### config.mk
export PLATFORM = sky130hd
export DESIGN_NAME = sram_stream_ctrl
export DESIGN_NICKNAME = d
export VERILOG_FILES = /design/src/rtl/sram_pkg.sv /design/src/rtl/sram_rd_fifo.sv /design/src/rtl/sram_stream_ctrl.sv
export SDC_FILE = /design/constraint.sdc
export NUM_CORES = 1
export LEC_CHECK = 0
export ABC_AREA = 1
export CAP_MARGIN = 10
export CORE_MARGIN = 1
export CORE_UTILIZATION = 25
export CTS_CLUSTER_SIZE = 40
export DETAILED_ROUTE_END_ITERATION = 10
export PLACE_DENSITY_LB_ADDON = 0.08
export SYNTH_ARGS = -nofsm -noshare
export SYNTH_HDL_FRONTEND = slang
export SYNTH_SLANG_ARGS = --single-unit
### constraint.sdc
create_clock -name clk -period 18.14 [get_ports clk]
set_clock_uncertainty 0.15 [all_clocks]
set_input_delay 2.721 -clock clk [delete_from_list [all_inputs] [get_ports clk]]
set_output_delay 2.721 -clock clk [all_outputs]
set_load 0.05 [all_outputs]
### src/rtl/sram_pkg.sv
// -----------------------------------------------------------------------------
// sram_pkg
//   Shared types and constants for the SRAM stream controller.
//   state_t     : controller FSM states (IDLE, LOAD, READ, FIN)
//   BUF_DEPTH   : read-return buffer depth, which is also the read credit limit
//   SRAM_RD_LAT : cycles from registering sram_adr to capturing sram_d_out
// -----------------------------------------------------------------------------
package sram_pkg;

   typedef enum logic [1:0] {
      IDLE = 2'd0,
      LOAD = 2'd1,
      READ = 2'd2,
      FIN  = 2'd3
   } state_t;

   localparam int BUF_DEPTH   = 4;
   localparam int SRAM_RD_LAT = 2;

endpackage

### src/rtl/sram_rd_fifo.sv
// -----------------------------------------------------------------------------
// sram_rd_fifo
//   Small synchronous FIFO that buffers words returned by the SRAM. Each entry
//   is W bits; the controller packs {last_flag, data} into it.
//   Ports:
//     clk, rst : clock, asynchronous active-high reset
//     push     : write din this cycle (caller guarantees not full)
//     pop      : drop the head entry this cycle (caller guarantees not empty)
//     din      : entry to write
//     dout     : current head entry
//     count    : number of valid entries (0..DEPTH)
// -----------------------------------------------------------------------------
module sram_rd_fifo #(
   parameter int W     = 33,
   parameter int DEPTH = 4
) (
   input  logic                       clk,
   input  logic                       rst,
   input  logic                       push,
   input  logic                       pop,
   input  logic [W-1:0]               din,
   output logic [W-1:0]               dout,
   output logic [$clog2(DEPTH+1)-1:0] count
);

   localparam int PW = (DEPTH > 1) ? $clog2(DEPTH) : 1;

   logic [W-1:0]  mem [DEPTH];
   logic [PW-1:0] wr_ptr;
   logic [PW-1:0] rd_ptr;

   assign dout = mem[rd_ptr];

   // NOTE: the storage is reset as well (only a handful of entries) so the
   // head reads as zero after reset and an aborted run leaves nothing behind.
   always_ff @(posedge clk or posedge rst) begin
      if (rst) begin
         for (int i = 0; i < DEPTH; i++) mem[i] <= '0;
         wr_ptr <= '0;
         rd_ptr <= '0;
         count  <= '0;
      end else begin
         if (push) begin
            mem[wr_ptr] <= din;
            wr_ptr      <= (wr_ptr == PW'(DEPTH - 1)) ? '0 : wr_ptr + 1'b1;
         end
         if (pop) begin
            rd_ptr <= (rd_ptr == PW'(DEPTH - 1)) ? '0 : rd_ptr + 1'b1;
         end
         // A simultaneous push and pop leaves the count unchanged.
         if (push && !pop) begin
            count <= count + 1'b1;
         end else if (!push && pop) begin
            count <= count - 1'b1;
         end
      end
   end

endmodule

### src/rtl/sram_stream_ctrl.sv
// -----------------------------------------------------------------------------
// sram_stream_ctrl
//   On start, writes WR_WORDS words from the input stream into SRAM addresses
//   0..WR_WORDS-1, then reads addresses 0..RD_WORDS-1 back out as an output
//   stream. Reads are issued against a credit limit so the return buffer can
//   always absorb every word still in flight, even under backpressure.
//   Ports:
//     clk, rst            : clock, asynchronous active-high reset
//     start               : run request, only honoured in IDLE
//     busy, done          : run in progress / one-cycle completion pulse
//     in_valid/in_ready/in_data             : load stream
//     out_valid/out_ready/out_data/out_last : read-back stream
//     sram_nWE/sram_adr/sram_d_in           : SRAM write/address/data port
//     sram_d_out          : SRAM read data (one cycle after the address)
// -----------------------------------------------------------------------------
module sram_stream_ctrl
   import sram_pkg::*;
#(
   parameter int AW       = 6,
   parameter int DW       = 32,
   parameter int WR_WORDS = 24,
   parameter int RD_WORDS = 64
) (
   input  logic          clk,
   input  logic          rst,
   input  logic          start,
   output logic          busy,
   output logic          done,
   input  logic          in_valid,
   output logic          in_ready,
   input  logic [DW-1:0] in_data,
   output logic          out_valid,
   input  logic          out_ready,
   output logic [DW-1:0] out_data,
   output logic          out_last,
   output logic          sram_nWE,
   output logic [AW-1:0] sram_adr,
   output logic [DW-1:0] sram_d_in,
   input  logic [DW-1:0] sram_d_out
);

   if (AW < 1 || DW < 1) begin : g_bad_width
      $fatal(1, "sram_stream_ctrl: AW and DW must be at least 1");
   end
   if (WR_WORDS < 0 || WR_WORDS > (1 << AW)) begin : g_bad_wr_words
      $fatal(1, "sram_stream_ctrl: WR_WORDS must be in 0..2**AW");
   end
   if (RD_WORDS < 1 || RD_WORDS > (1 << AW)) begin : g_bad_rd_words
      $fatal(1, "sram_stream_ctrl: RD_WORDS must be in 1..2**AW");
   end

   // Counters carry one extra bit so a full 2**AW count stays distinct from 0.
   localparam int          CW      = AW + 1;
   localparam int          FCW     = $clog2(BUF_DEPTH + 1);
   localparam logic [AW:0] WR_LAST = CW'((WR_WORDS == 0) ? 0 : WR_WORDS - 1);
   localparam logic [AW:0] RD_LAST = CW'(RD_WORDS - 1);
   localparam logic [AW:0] RD_END  = CW'(RD_WORDS);

   state_t                 state;
   state_t                 state_nx;
   logic [AW:0]            wr_cnt;
   logic [AW:0]            rd_cnt;
   logic                   beat;
   logic                   rd_issue;
   logic                   push;
   logic                   pop;
   logic [SRAM_RD_LAT-1:0] pipe_vld;   // reads in flight, oldest in the MSB
   logic [SRAM_RD_LAT-1:0] pipe_last;  // matching last-word tags
   logic [FCW-1:0]         fifo_count;
   logic [DW:0]            fifo_dout;

   assign beat = (state == LOAD) && in_valid;

   // Credit: buffered words plus words still in the SRAM pipeline must never
   // exceed the buffer depth, so a returning word always has a free slot.
   assign rd_issue = (state == READ) && (rd_cnt != RD_END) &&
                     (int'(fifo_count) + $countones(pipe_vld) < BUF_DEPTH);

   assign push      = pipe_vld[SRAM_RD_LAT-1];
   assign out_valid = (fifo_count != '0);
   assign out_data  = fifo_dout[DW-1:0];
   assign out_last  = out_valid && fifo_dout[DW];
   assign pop       = out_valid && out_ready;

   // NOTE: every output of this block gets a default first, so no path leaves
   // one unassigned and no latch is inferred.
   always_comb begin
      state_nx = state;
      busy     = (state != IDLE);
      in_ready = (state == LOAD);
      done     = 1'b0;
      case (state)
         IDLE: if (start) state_nx = (WR_WORDS == 0) ? READ : LOAD;
         LOAD: if (beat && (wr_cnt == WR_LAST)) state_nx = READ;
         READ: if (pop && out_last) state_nx = FIN;
         FIN: begin
            done     = 1'b1;
            state_nx = IDLE;
         end
         default: state_nx = IDLE;
      endcase
   end

   // NOTE: sequential state uses non-blocking assignments so every register
   // samples pre-edge values regardless of statement order.
   always_ff @(posedge clk or posedge rst) begin
      if (rst) begin
         state     <= IDLE;
         wr_cnt    <= '0;
         rd_cnt    <= '0;
         pipe_vld  <= '0;
         pipe_last <= '0;
         sram_nWE  <= 1'b1;
         sram_adr  <= '0;
         sram_d_in <= '0;
      end else begin
         state     <= state_nx;
         pipe_vld  <= {pipe_vld[SRAM_RD_LAT-2:0], rd_issue};
         pipe_last <= {pipe_last[SRAM_RD_LAT-2:0], rd_issue && (rd_cnt == RD_LAST)};
         // Write strobe lasts exactly the one cycle after an accepted beat.
         sram_nWE  <= !beat;
         if ((state == IDLE) && start) begin
            wr_cnt <= '0;
            rd_cnt <= '0;
         end
         if (beat) begin
            sram_adr  <= wr_cnt[AW-1:0];
            sram_d_in <= in_data;
            wr_cnt    <= wr_cnt + 1'b1;
         end
         if (rd_issue) begin
            sram_adr <= rd_cnt[AW-1:0];
            rd_cnt   <= rd_cnt + 1'b1;
         end
      end
   end

   sram_rd_fifo #(
      .W     (DW + 1),
      .DEPTH (BUF_DEPTH)
   ) u_rd_fifo (
      .clk   (clk),
      .rst   (rst),
      .push  (push),
      .pop   (pop),
      .din   ({pipe_last[SRAM_RD_LAT-1], sram_d_out}),
      .dout  (fifo_dout),
      .count (fifo_count)
   );

endmodule
# Word level (Yosys, flattened, before mapping)
# Index checks and enable logic that the tools add are counted.
# totals
mem_count	0
ff_bits	198
mem_bits_ro	0
latchBits	0
ramBits	0
out_inout_bits	76
wordCells	83
in_bits	69
# op_classes
n_lt_le_gt_ge	4
bitwise	2
n_shift	0
mux	20
eq_ne	11
n_addsub	8
reduce_logical	23
div_mod_pow	0
mul	0
# op_table
cell	n
132-bit bitwise mux	1
33-bit 2-to-1 mux	3
33-bit binary-select mux with 2-bit select	1
33-bit demux with 2-bit select	1
7-bit 2-to-1 mux	3
7-bit by 1-bit adder with 7-bit output, second input constant	2
1-bit logical AND	12
6-bit 2-to-1 mux	2
2-bit 2-to-1 mux	5
2-bit nonzero test	5
2-bit == test, second input constant	4
2-bit one-hot mux with 4 select lines	1
7-bit by 5-bit == test with 1-bit output, second input constant	1
7-bit by 6-bit == test with 1-bit output, second input constant	1
7-bit inequality test, second input constant	1
3-bit >= comparator, second input constant	2
3-bit 2-to-1 mux	2
2-bit NOT with 3-bit output	2
2-bit by 1-bit adder with 2-bit output, second input constant	2
3-bit by 2-bit adder with 4-bit output	1
4-bit by 3-bit less-than comparator with 1-bit output, second input constant	1
2-bit by 1-bit inequality test with 1-bit output, second input constant	2
3-bit by 1-bit adder with 3-bit output, second input constant	1
1-bit zero test	3
other kinds (9)	9

# Logic depth before layout (Yosys ltp)
# Gate-level depths: netlist of the first run.
# depth
ltp_word	8
ltp_mapped	11
mapped_depth_nobuf	11

# Modules after synthesis
# A second synthesis of the first run with hierarchy kept.
# unflattened
cells_unflattened	1081
area_unflattened_um2	9419.0
# modules_own_cells
module	cells_each	area_per_inst_um2	instances	seq_area_each_um2
sram_rd_fifo	757	6672.6	1	3478.3
sram_stream_ctrl	324	2746.4	1	1477.7

# Worst setup path after synthesis of the first run
# No wires, ideal clock.
# synth_path
path_type	reg-to-output
from	register u_rd_fifo.rd_ptr[0]
to	output port out_data[14]
stages_incl_launch_ff	6
n_path_buf	2
arrival_time_ns	1.666
slack_ns	13.603
required_ns	15.269
cell_sequence	dfrtp_1 > inv_2 > buf_2 > clkbuf_2 > o21ai_0 > o22ai_1
# synth_via
elab_chain_cells	4
# synth_lines
element	line	rtl
start, declared	sram_rd_fifo.sv:30	logic [PW-1:0] rd_ptr;
start signal, assigned	sram_rd_fifo.sv:48	rd_ptr <= (rd_ptr == PW'(DEPTH - 1)) ? '0 : rd_ptr + 1'b1;
2-bit NOT with 3-bit output (implied by the code)	sram_rd_fifo.sv:32	assign dout = mem[rd_ptr];
33-bit binary-select mux with 2-bit select	sram_rd_fifo.sv:32	
33-bit 2-to-1 mux (implied by the code) (2 in series)	sram_rd_fifo.sv:32	
end, declared	sram_stream_ctrl.sv:34	output logic [DW-1:0] out_data,
# No other way between the ends. The select of a mux whose other input is x is not followed.

# Worst setup path after layout of the first run
# layout_path
from	register u_rd_fifo.rd_ptr[0]
to	output port out_data[11]
# The elaborated chain is that of the path after synthesis.

==> reports/metrics.sh, run 1 <==
DIE-HEIGHT_MICRONS=188.4
SYNTH.NET_COUNT=1083
ANTENNA_LEFT=0
TIMING.CRITICAL_PATH.CELLS='inv_2 > buf_4 > o21ai_0 > o22ai_1 > clkdlybuf4s50_1'
PIN_COUNT_OF_THE_BIGGEST_NET_ENTERING_GLOBAL_ROUTING=95
P_LEAK_uW=0.005172
POST_CTS.REPAIR.SETUP_BUFFERS=0
SYNTH_AREA_SQ_UM=8686
CLK_PIN_SLEW_WORST_PATHS_NS=0.08
NETLIST-CELL-TYPE-COUNT=33
MIN_PATH_TYPE='flop to flop'
CLOCK_PATH_BUFFERS=2
GRT_SETUP_UNREPAIRED='no'
GRT_PASS1_WL_MICRONS=38270
CRIT_FAMILY='buffers and inverters'
LAYOUT_WORST_PATH_CYCLE_SHARE_PCT=31.87
SYNTHXORXNORAREAFRAC_PCT=0.6050
CTS.REPAIR.RESIZED=0
CRITICALPATHCATEGORY='flop to output port'
TRITONCTS='built'
POSTSYNTHAREAPERCELL_SQ_UM=8.703
SYNTH_SEQUENTIAL_AREA_RATIO_PCT=57.06
ACCUMULATED_NEGATIVE_SETUP_SLACK_NS=0
MAXCAPVIOLATIONS=0
PERIOD_MINUS_SLACK_NS=5.782
GLOBAL_ROUTE.OVERFLOW_TOTAL=0
SYNTH_SEQ_CELLS=198
ALL_LAYER_GR_USAGE_PCT=13.91
CRITPATHMAXSTAGEDELAY_NS=0.86
SYNTH_COMPOUND_AREA_SHARE_PCT=15.50
WORSTPATHARRIVAL_NS=2.91
FINAL-HOLD-VIOLATION-COUNT=0
CP_DATA_REQUIRED_TIME_NS=15.27
HEADROOM_TO_THE_MAX_SLEW_LIMIT_PCT=49.21
POST_DETAILED_ROUTE_VIA_TO_CELL_RATIO=4.330
MAX_TRANSITION_VIOLS_FINAL=0
WL_PER_CELL_MICRONS=15.04
YOSYSWARNINGCOUNT=0
YOSYS.AREA_SHARE.SIMPLE_PCT=18.06
ROUTE.VIAS.TOTAL=6816
SYN-INSTANCE-COUNT=998
CLOCK_TREE.ROOT_CELL='clkbuf_16'
MAX-VDD-IR-DROP_uV=103.1
DRT_DRC_VIOLATIONS_LEFT=0
DR.PASS1.ITERS=5
POSTCTSHOLDBUFS=0
SYNTH_TOP_FAMILY_BY_AREA='simple AND/OR/NAND/NOR gates'
DESIGN.DIE.AREA_SQ_UM=35490
CLK-INSERTION-DELAY-LATE_NS=0.44
HPWL_MICRONS=14850
DESIGN.PORTCOUNT=145
DRT_ITER0_MARKERS=377
RESULT_OF_THE_RUN='finished, final reports clean'
TIMING.CRITICAL_PATH.BUF_INV=3
GRT_PASS1_VIAS=6909
FINAL_UTIL_PCT=32.90
EFFECTIVE_UTILIZATION_AT_FLOORPLAN_PCT=25.65
SETUP_VIOLATIONS=0
INSERTED_DIODES=0
DRIVE_ABOVE_1_SHARE_PCT=5.861
POST_SYNTH_FA_HA_MAJ_AREA_FRACTION_PCT=2.391
SYNTHMUXAREASHARE_PCT=0
NUMBER_OF_ANTENNA_VIOLATIONS_AT_THE_FIRST_CHECK_IN_GLOBAL_ROUTING=2
CPMAXSTAGEDELAYCELL='clkdlybuf4s50_1'
AREA_OF_ALL_PLACED_CELLS_WITHOUT_FILLERS_SQ_UM=11140
LAYOUT.CELLS.MOST_COMMON='nand2_1'
POWER.DENSITY_CELL_AREA_nW_PER_UM2=207.4
PATH_MAX_FANOUT=46
LAYOUT.CELLS.MOST_COMMON_LIST='nand2_1 (280), o21ai_0 (213), dfrtp_1 (196), clkdlybuf4s50_1 (144), nor2_1 (82)'
CORE_AREA_SQ_UM=33870
WORST_PIN_SLEW_NS=0.7618
FINALPOWER_uW=2311
CLOCK_BUFFER_COUNT_FROM_CTS=17
CTS_HTREE_LEVELS=4
AREA_DELTA_SYNTH_FINAL_PCT=28.28
PLACED_CELL_AREA_SQ_UM=10490
PORT_BUFFERS=144
STARTPOINT_TYPE='flop'
ROUTABILITYCONGESTION=0.6884
FINISH.NET_COUNT=1198
SETUP.WORST_PATH.END_CLASS='output port'
WIRELENGTH_MICRONS=23680
TIMING.FMAX_GHz=0.1730
FLOORPLAN.ROWS=67
CLOCK_SINKS=198
DIE_X_MICRONS=188.4
-- through the flow --
step | hold slack [ns] | cells | setup WS (ns)
after floorplan | 0.1812 | 998 | 9.873
after global placement | 0.1852 | 1542 | 12.84
after detailed placement | 0.1864 | 1542 | 12.80
after CTS | 0.2022 | 1574 | 12.30
after global routing | 0.2105 | 1574 | 12.19
final | 0.1994 | 1574 | 12.36
-- logic make-up (layout without fill, tap and decap cells) --
| group | Yosys count | in the layout |
|---|---|---|
| simple gates | 398 | 398 |
| flops | 198 | 198 |
| xor+xnor | 6 | 6 |
| compound gates | 255 | 255 |
| fa+ha+maj | 16 | 16 |
| buf+inv | 125 | 253 |
-- flip-flops by register name, indices dropped and copies added (netlist names) --
name	count
u_rd_fifo.rd_ptr	2
u_rd_fifo.count	3
wr_cnt	7
pipe_last	2
state	2
sram_adr	6
u_rd_fifo.mem	132
rd_cnt	7
u_rd_fifo.wr_ptr	2
sram_nWE	1
pipe_vld	2
sram_d_in	32
-- final cells by class --
type,count,area [sq um]
clock buffer,20,466.7
timing repair buffer,156,1531
tap,448,560.5
fill,3618,22730
multi-input combinational,675,3186
inverter,65,251.5
clock inverter,12,188.9
sequential,198,4957
-- synthesized netlist by cell type (all sizes together) --
master  count  area (sq um)
nand2     288          1101
o21ai     214          1075
dfrtp     197          4930
nor2       82         307.8
inv        65         244.0
buf        36         219.0
o22ai      34         225.2
clkbuf     24         91.33
nand3      23         125.1
ha         15         187.7
a21oi       6         33.78
xnor2       3         26.28
xor2        3         26.28
nor3        2         15.01
and3        1         6.260
dfstp       1         26.28
fa          1         20.02
nand3b      1         7.510
o211ai      1         12.51
or2         1         6.260
-- power breakdown --
part           internal, uW  switching [uW]  total (uW)
logic                   370             766        1140
clock network           245             180         425
registers               639             111         750
-- path summary, 6_finish.rpt --
kind                                      from            endpoint  slack, ns  cells past startpoint
min                               pipe_last[0]        pipe_last[1]       0.20                      0
min in group asynchronous                  rst       sram_d_in[10]       2.63                      2
min reg2reg                       pipe_last[0]        pipe_last[1]       0.20                      0
max in group asynchronous                  rst  u_rd_fifo.mem[107]      13.98                      3
max reg2reg                           state[1]           wr_cnt[6]      15.79                     10
max                        u_rd_fifo.rd_ptr[0]        out_data[11]      12.36                      5
-- routing by layer --
layer / track usage (%) / vias up / routed length, microns
met5: 0 / - / 25
met4: 3.753 / 4 / 165
met3: 5.159 / 14 / 1560
met2: 21.74 / 137 / 10550
met1: 18.00 / 3196 / 11380
li1: - / 3465 / -
-- worst reg2reg max path, cell delays in order (launching register included) --
cell     delay [ns]
dfrtp_1        0.42
inv_1          0.12
ha_1           0.21
nand2_1        0.08
inv_1          0.37
buf_4          0.38
nand2_1        0.12
nor2_1         0.13
nand2_1        0.07
o21ai_0        0.15
inv_1          0.05
Note: power is estimated with default switching activity, not from simulation.
==> inputs of run 2 (changes only) <==
clock period = 4.9 ns   (was 18.14 ns; I/O delays follow)
==> reports/metrics.sh, run 2 (synthesized netlist as in run 1, its figures left out) <==
PLACEMENT.SETUP.WORST_SLACK_NS=1.533
DESIGN.DIE.AREA_SQ_UM=35490
SEQPWRFRAC_PCT=33.1
ACCUMULATED_NEGATIVE_SETUP_SLACK_NS=0
POST_DETAILED_ROUTE_VIA_TO_CELL_RATIO=4.318
INSERTED_DIODES=0
P_LEAK_uW=0.005152
CLOCK_TREE.ROOT_CELL='clkbuf_16'
POWER.SHARE.COMBINATIONAL_PCT=50.0
STARTPOINT_TYPE='flop'
POST-ROUTE-WORST-SETUP-SLACK_NS=1.114
PLACED_CELL_AREA_SQ_UM=10520
WORSTPATHARRIVAL_NS=2.90
DIE_X_MICRONS=188.4
CTS.REPAIR.RESIZED=0
HPWL_MICRONS=14500
GRT_PASS1_WL_MICRONS=38500
CPMAXSTAGEDELAYCELL='clkdlybuf4s50_1'
GRT_SETUP_UNREPAIRED='no'
INTPOWER_uW=4485
POWER.DENSITY_CELL_AREA_nW_PER_UM2=757.3
MIN_PATH_TYPE='flop to flop'
CRITPATHMAXSTAGEDELAY_NS=0.82
LARGEST_REG_FLOPS=132
LAYOUT_WORST_PATH_CYCLE_SHARE_PCT=77.26
CLOCK_BUFFER_COUNT_FROM_CTS=17
PERIOD_MINUS_SLACK_NS=3.786
RESULT_OF_THE_RUN='finished, final reports clean'
AREA_OF_ALL_PLACED_CELLS_WITHOUT_FILLERS_SQ_UM=11110
FINISH.NET_COUNT=1199
POSTCTSHOLDBUFS=0
EFFECTIVE_UTILIZATION_AT_FLOORPLAN_PCT=25.65
CTS_HTREE_LEVELS=4
NUMBER_OF_ANTENNA_VIOLATIONS_AT_THE_FIRST_CHECK_IN_GLOBAL_ROUTING=1
DESIGN.PORTCOUNT=145
PWR-SHARE-CLK_PCT=17.0
POST_CTS.REPAIR.SETUP_BUFFERS=0
GRT_PASS1_VIAS=7047
WIRELENGTH_MICRONS=23190
WORST_PIN_SLEW_NS=0.8799
ROUTABILITYCONGESTION=0.7300
CLOCK_SINKS=198
ROUTE.VIAS.TOTAL=6801
GLOBAL_ROUTE.OVERFLOW_TOTAL=0
ANTENNA_LEFT=0
PATH_MAX_FANOUT=50
HEADROOM_TO_THE_MAX_SLEW_LIMIT_PCT=41.25
CLOCK_PATH_BUFFERS=2
PORT_BUFFERS=144
SETUP_VIOLATIONS=0
LARGEST_REGISTER='u_rd_fifo.mem'
FLOORPLAN.ROWS=67
CLK-INSERTION-DELAY-LATE_NS=0.44
MAXCAPVIOLATIONS=0
TRITONCTS='built'
ALL_LAYER_GR_USAGE_PCT=13.69
CP_DATA_REQUIRED_TIME_NS=4.01
LAYOUT.CELLS.MOST_COMMON_LIST='nand2_1 (280), o21ai_0 (213), dfrtp_1 (196), clkdlybuf4s50_1 (144), nor2_1 (82)'
DRIVE_ABOVE_1_SHARE_PCT=5.945
NETSWITCHINGFRACTION_PCT=46.67
PIN_COUNT_OF_THE_BIGGEST_NET_ENTERING_GLOBAL_ROUTING=81
POWER.NET_SWITCHING_uW=3925
DRT_ITER0_MARKERS=353
CLK_PIN_SLEW_WORST_PATHS_NS=0.08
LAYOUT_TOP_REGISTERS='u_rd_fifo.mem (132), sram_d_in (32)'
WL_PER_CELL_MICRONS=14.72
FINAL-HOLD-VIOLATION-COUNT=0
CORE_AREA_SQ_UM=33870
MAX-VDD-IR-DROP_uV=380.8
DR.PASS1.ITERS=5
CRITICALPATHCATEGORY='flop to output port'
DRT_DRC_VIOLATIONS_LEFT=0
MAX_TRANSITION_VIOLS_FINAL=0
SETUP.WORST_PATH.END_CLASS='output port'
DIE-HEIGHT_MICRONS=188.4
LAYOUT.CELLS.MOST_COMMON='nand2_1'
TIMING.CRITICAL_PATH.CELLS='inv_2 > buf_4 > o21ai_0 > o22ai_1 > clkdlybuf4s50_1'
AREA_DELTA_SYNTH_FINAL_PCT=27.86
TIMING.FMAX_GHz=0.2641
run 2: changes by cell type in the layout (fill, tap and decap cells not counted), sizes merged:
cell | before | now
clkinvlp | 1 | 2
inv | 69 | 70
bufinv | 4 | 1
clkinv | 3 | 5
buf | 12 | 13
clkbuf | 20 | 19
run 2: worst max-delay path, delay by kind of cell, from the launching register on:
kind | cells | cell delay [ns]
buffers and inverters | 3 | 1.81
AOI/OAI and AO/OA | 2 | 0.24
DFF | 1 | 0.41
run 2: worst paths after layout:
kind	slack [ns]	endpoint	cells after the start	from
min	0.20	pipe_last[1]	0	pipe_last[0]
min in group asynchronous	0.57	rd_cnt[2]	2	rst
max reg2reg	2.59	sram_adr[2]	10	u_rd_fifo.count[0]
max in group asynchronous	3.18	sram_nWE	3	rst
min reg2reg	0.20	pipe_last[1]	0	pipe_last[0]
max	1.11	out_data[21]	5	u_rd_fifo.rd_ptr[0]
run 2: per-layer routing:
| layer | up-vias | share of wire, % | routed length, microns | global-route usage, % |
|---|---|---|---|---|
| met4 | 2 | 0.74 | 172 | 3.350 |
| li1 | 3458 | - | - | - |
| met5 | - | 0.073 | 17 | 0 |
| met3 | 13 | 6.8 | 1572 | 4.563 |
| met2 | 149 | 44 | 10140 | 21.18 |
| met1 | 3179 | 49 | 11290 | 18.36 |
run 2: power by group through the flow:
| stage | logic [uW] | clock network [uW] | registers (uW) |
|---|---|---|---|
| floorplan | 2530 | 0 | 3180 |
| global placement | 4250 | 0 | 2820 |
| detailed placement | 4270 | 0 | 2800 |
| CTS | 4280 | 1490 | 2780 |
| global route | 4620 | 1550 | 2880 |
| finish | 4200 | 1430 | 2780 |
run 2: layout make-up:
class / instances / area, sq um
well taps: 448 / 560.5
fillers: 3608 / 22760
clock buffers: 19 / 452.9
flip-flops and latches: 198 / 4957
clock inverters: 13 / 137.6
multi-input cells: 675 / 3186
repair buffers: 157 / 1564
inverters: 65 / 247.7
run 2: stage by stage:
| stage | power, uW | std cells | hold WS (ns) | utilization [%] |
|---|---|---|---|---|
| after detailed placement | 7070 | 1543 | 0.1858 | 31.05 |
| after global placement | 7070 | 1543 | 0.1812 | 31.05 |
| final | 8411 | 1575 | 0.1992 | 32.79 |
| after CTS | 8551 | 1575 | 0.2035 | 32.79 |
| after floorplan | 5708 | 998 | 0.1812 | - |
| after global routing | 9053 | 1575 | 0.2070 | 32.79 |
==> RTL change, RTL diff (flow settings as in run 2) <==
Re-encode `state_t` (4 states) as one-hot, 4 bits wide.
--- a/src/rtl/sram_pkg.sv
+++ b/src/rtl/sram_pkg.sv
@@ -8,9 +8,9 @@
 package sram_pkg;
 
-   typedef enum logic [1:0] {
-      IDLE = 2'd0,
-      LOAD = 2'd1,
-      READ = 2'd2,
-      FIN  = 2'd3
+   typedef enum logic [3:0] {
+      IDLE = 4'b0001,
+      LOAD = 4'b0010,
+      READ = 4'b0100,
+      FIN  = 4'b1000
    } state_t;
 
Function: same outputs for any inputs over 10 cycles, from zero or initial values and one cycle with rst high; not proved beyond that.
==> RTL change against run 2 <==
Worst hold slack got worse by 0.00076 ns. Worst setup slack got worse by 0.097 ns. Synthesized area rose by 1.1%. Die area rose by 1.1%. Design area rose by 0.23%. Power fell by 31%. Sequential cell count rose by 2. Routed wire length rose by 4.5%.
==> RTL change: results (changes against run 2) <==
* Syn_nets at 1092 (+0.83%)
* RD Place Congestion at 0.700 (-4.1%)
* Nets@finish at 1209 (+0.83%)
* Layout cells sized above 1 at 6.48% (+0.53 points)
* Synth cell types at 33 (unchanged)
* Initial antenna violation count at 0 (-1)
* Internal power at 3.23 mW (-28%)
* CP startpoint: u_rd_fifo.rd_ptr[0]
* Largest stage delay, worst path at 0.83 ns
* Largest net degree at the start of global routing at 97 (+20%)
* Crit Path Max Fanout at 43 (-14%)
* Critical Path AT at 3.00 ns (+0.10 ns)
* Diode count at 0 (unchanged)
* GR Util met2 at 21.6% (+0.45 points)
* Routing usage on met1 at 19.0% (+0.63 points)
* Total CTS buffers at 17 (unchanged)
* Reg2reg end: u_rd_fifo.mem[34]
* DRT iter0 DRCs at 345 (-2.3%)
* Largest regs: u_rd_fifo.mem x132, sram_d_in x32
* Total setup buffers inserted after CTS at 0 (unchanged)
* VDD IR max at 0.254 mV (-33%)
* Synth top cells by count: nand2_1, o21ai_0, dfrtp_1
* Number of fill cells at 3727 (+3.3%)
* Dpl hpwl at 14.9 mm (+2.4%)
* Yosys warning count at 0 (unchanged)
* GRT Util Overall at 14.1% (+0.41 points)
* Status: finished, final reports clean
* Resize count post-CTS at 0 (unchanged)
* Port-buffer cells at 144 (unchanged)
* Post-synthesis sequential area ratio at 57.0% (about the same)
* Relative slew margins at 43.2% (+1.9 points)
* First-pass GRT wire length at 39.4 mm (+2.4%)
* Internal reg-to-reg setup slack at 2.85 ns (+0.26 ns)
* Crit path capture: out_data[22]
* 1st-pass router iterations at 4 (-1)
* Met3 usage at 4.49% (-0.078 points)
* LEAKAGE at 5.19 nW (+0.79%)
* CTS clk-pin slew, worst paths at around 0.07 ns
* Critical path's slowest cell: clkdlybuf4s50_1
* Root Buffer Master: clkbuf_16
* Final wirelength at 24.2 mm (+4.5%)
* Worst flop-to-flop path startpoint: u_rd_fifo.wr_ptr[0]
* Top_reg_cell synth: dfrtp_1
* Largest delay contributor family on the critical path: buffers and inverters
* Worst-Skew Late Latency at 0.44 ns (about the same)
* H-tree Lvls at 4 (unchanged)
* Top cells by area, synth: dfrtp_1, nand2_1, o21ai_0, nor2_1, inv_1
* Worst hold path type: reg2reg
* Via count at 6931 (+1.9%)
* CTS Buffer Depth at 2 (unchanged)
* Fraction of registers with async set or reset after synthesis at 100% (unchanged)
* Vias in the first global route at 7028 (-0.27%)
[RTL change: changes by cell type in the layout (fill, tap and decap cells not counted), sizes merged, moves of 2 or more]
cell | run 2 | this run
nand4 | 0 | 3
xor2 | 3 | 1
nor2 | 82 | 91
nand2 | 288 | 305
xnor2 | 3 | 1
inv | 70 | 62
clkinvlp | 2 | 4
nand3 | 23 | 19
nor3 | 2 | 5
clkbuf | 19 | 24
o21ai | 214 | 207
ha | 15 | 10
[RTL change: worst min-delay path by stage]
stage | slack (ns) | cells past startpoint | end | from
after global routing | 0.20 | 0 | pipe_last[1] | pipe_last[0]
after CTS | 0.20 | 0 | pipe_last[1] | pipe_last[0]
after detailed placement | 0.19 | 0 | pipe_last[1] | pipe_last[0]
final | 0.20 | 0 | pipe_last[1] | pipe_last[0]
after global placement | 0.18 | 0 | pipe_last[1] | pipe_last[0]
after floorplan | 0.18 | 0 | pipe_last[1] | pipe_last[0]
[RTL change: worst reg2reg max path: cells and delay by family, from the launching register on]
| family | cells | cell delay, ns |
|---|---|---|
| DFF | 1 | 0.41 |
| AOI/OAI and AO/OA | 1 | 0.16 |
| buffers and inverters | 2 | 0.58 |
| and+or+nand+nor | 1 | 0.41 |
| adders and majority gates | 1 | 0.21 |
[RTL change: layer usage]
| layer | up-vias | wire (um) |
|---|---|---|
| li1 | 3506 | - |
| met1 | 3259 | 11800 |
| met2 | 147 | 10600 |
| met3 | 19 | 1610 |
| met4 | 0 | 281 |
| met5 | - | 0 |
[RTL change: power by group through the flow]
stage                     combinational, mW  clock, mW  sequential (mW)
after CTS                              2.60       1.36             1.93
after global routing                   2.74       1.42             1.95
after detailed placement               2.59          0             1.95
after floorplan                        1.20          0             2.43
after global placement                 2.59          0             1.96
final                                  2.56       1.30             1.93
[RTL change: cell type report]
cell class                      instances  area (um2)  share of cell area (%)
Multi-Input combinational cell        690        3250                    29.2
Clock inverter                          8        51.3                   0.461
Timing Repair Buffer                  157        1550                    13.9
Tap cell                              455         569                    5.11
Sequential cell                       200        5010                    45.0
Clock buffer                           24         462                    4.15
Inverter                               63         240                    2.16
[RTL change: through the flow]
step | instances | hold WS, ns | setup slack (ns) | total power [mW]
after floorplan | 1012 | 0.181 | 1.43 | 3.63
after global placement | 1565 | 0.185 | 1.53 | 4.55
after detailed placement | 1565 | 0.187 | 1.46 | 4.54
after CTS | 1597 | 0.203 | 0.968 | 5.89
after global routing | 1597 | 0.204 | 0.829 | 6.11
final | 1597 | 0.198 | 1.02 | 5.78
[RTL change: cells by family after synthesis]
family	after synthesis	share of synthesized area [%]
AND/OR/NAND/NOR	426	20.0
flip-flops	200	57.0
XOR/XNOR	2	0.200
buffers and inverters	122	6.10
AO/OA/AOI/OAI	251	15.0
adder cells (fa/ha/maj)	11	1.65
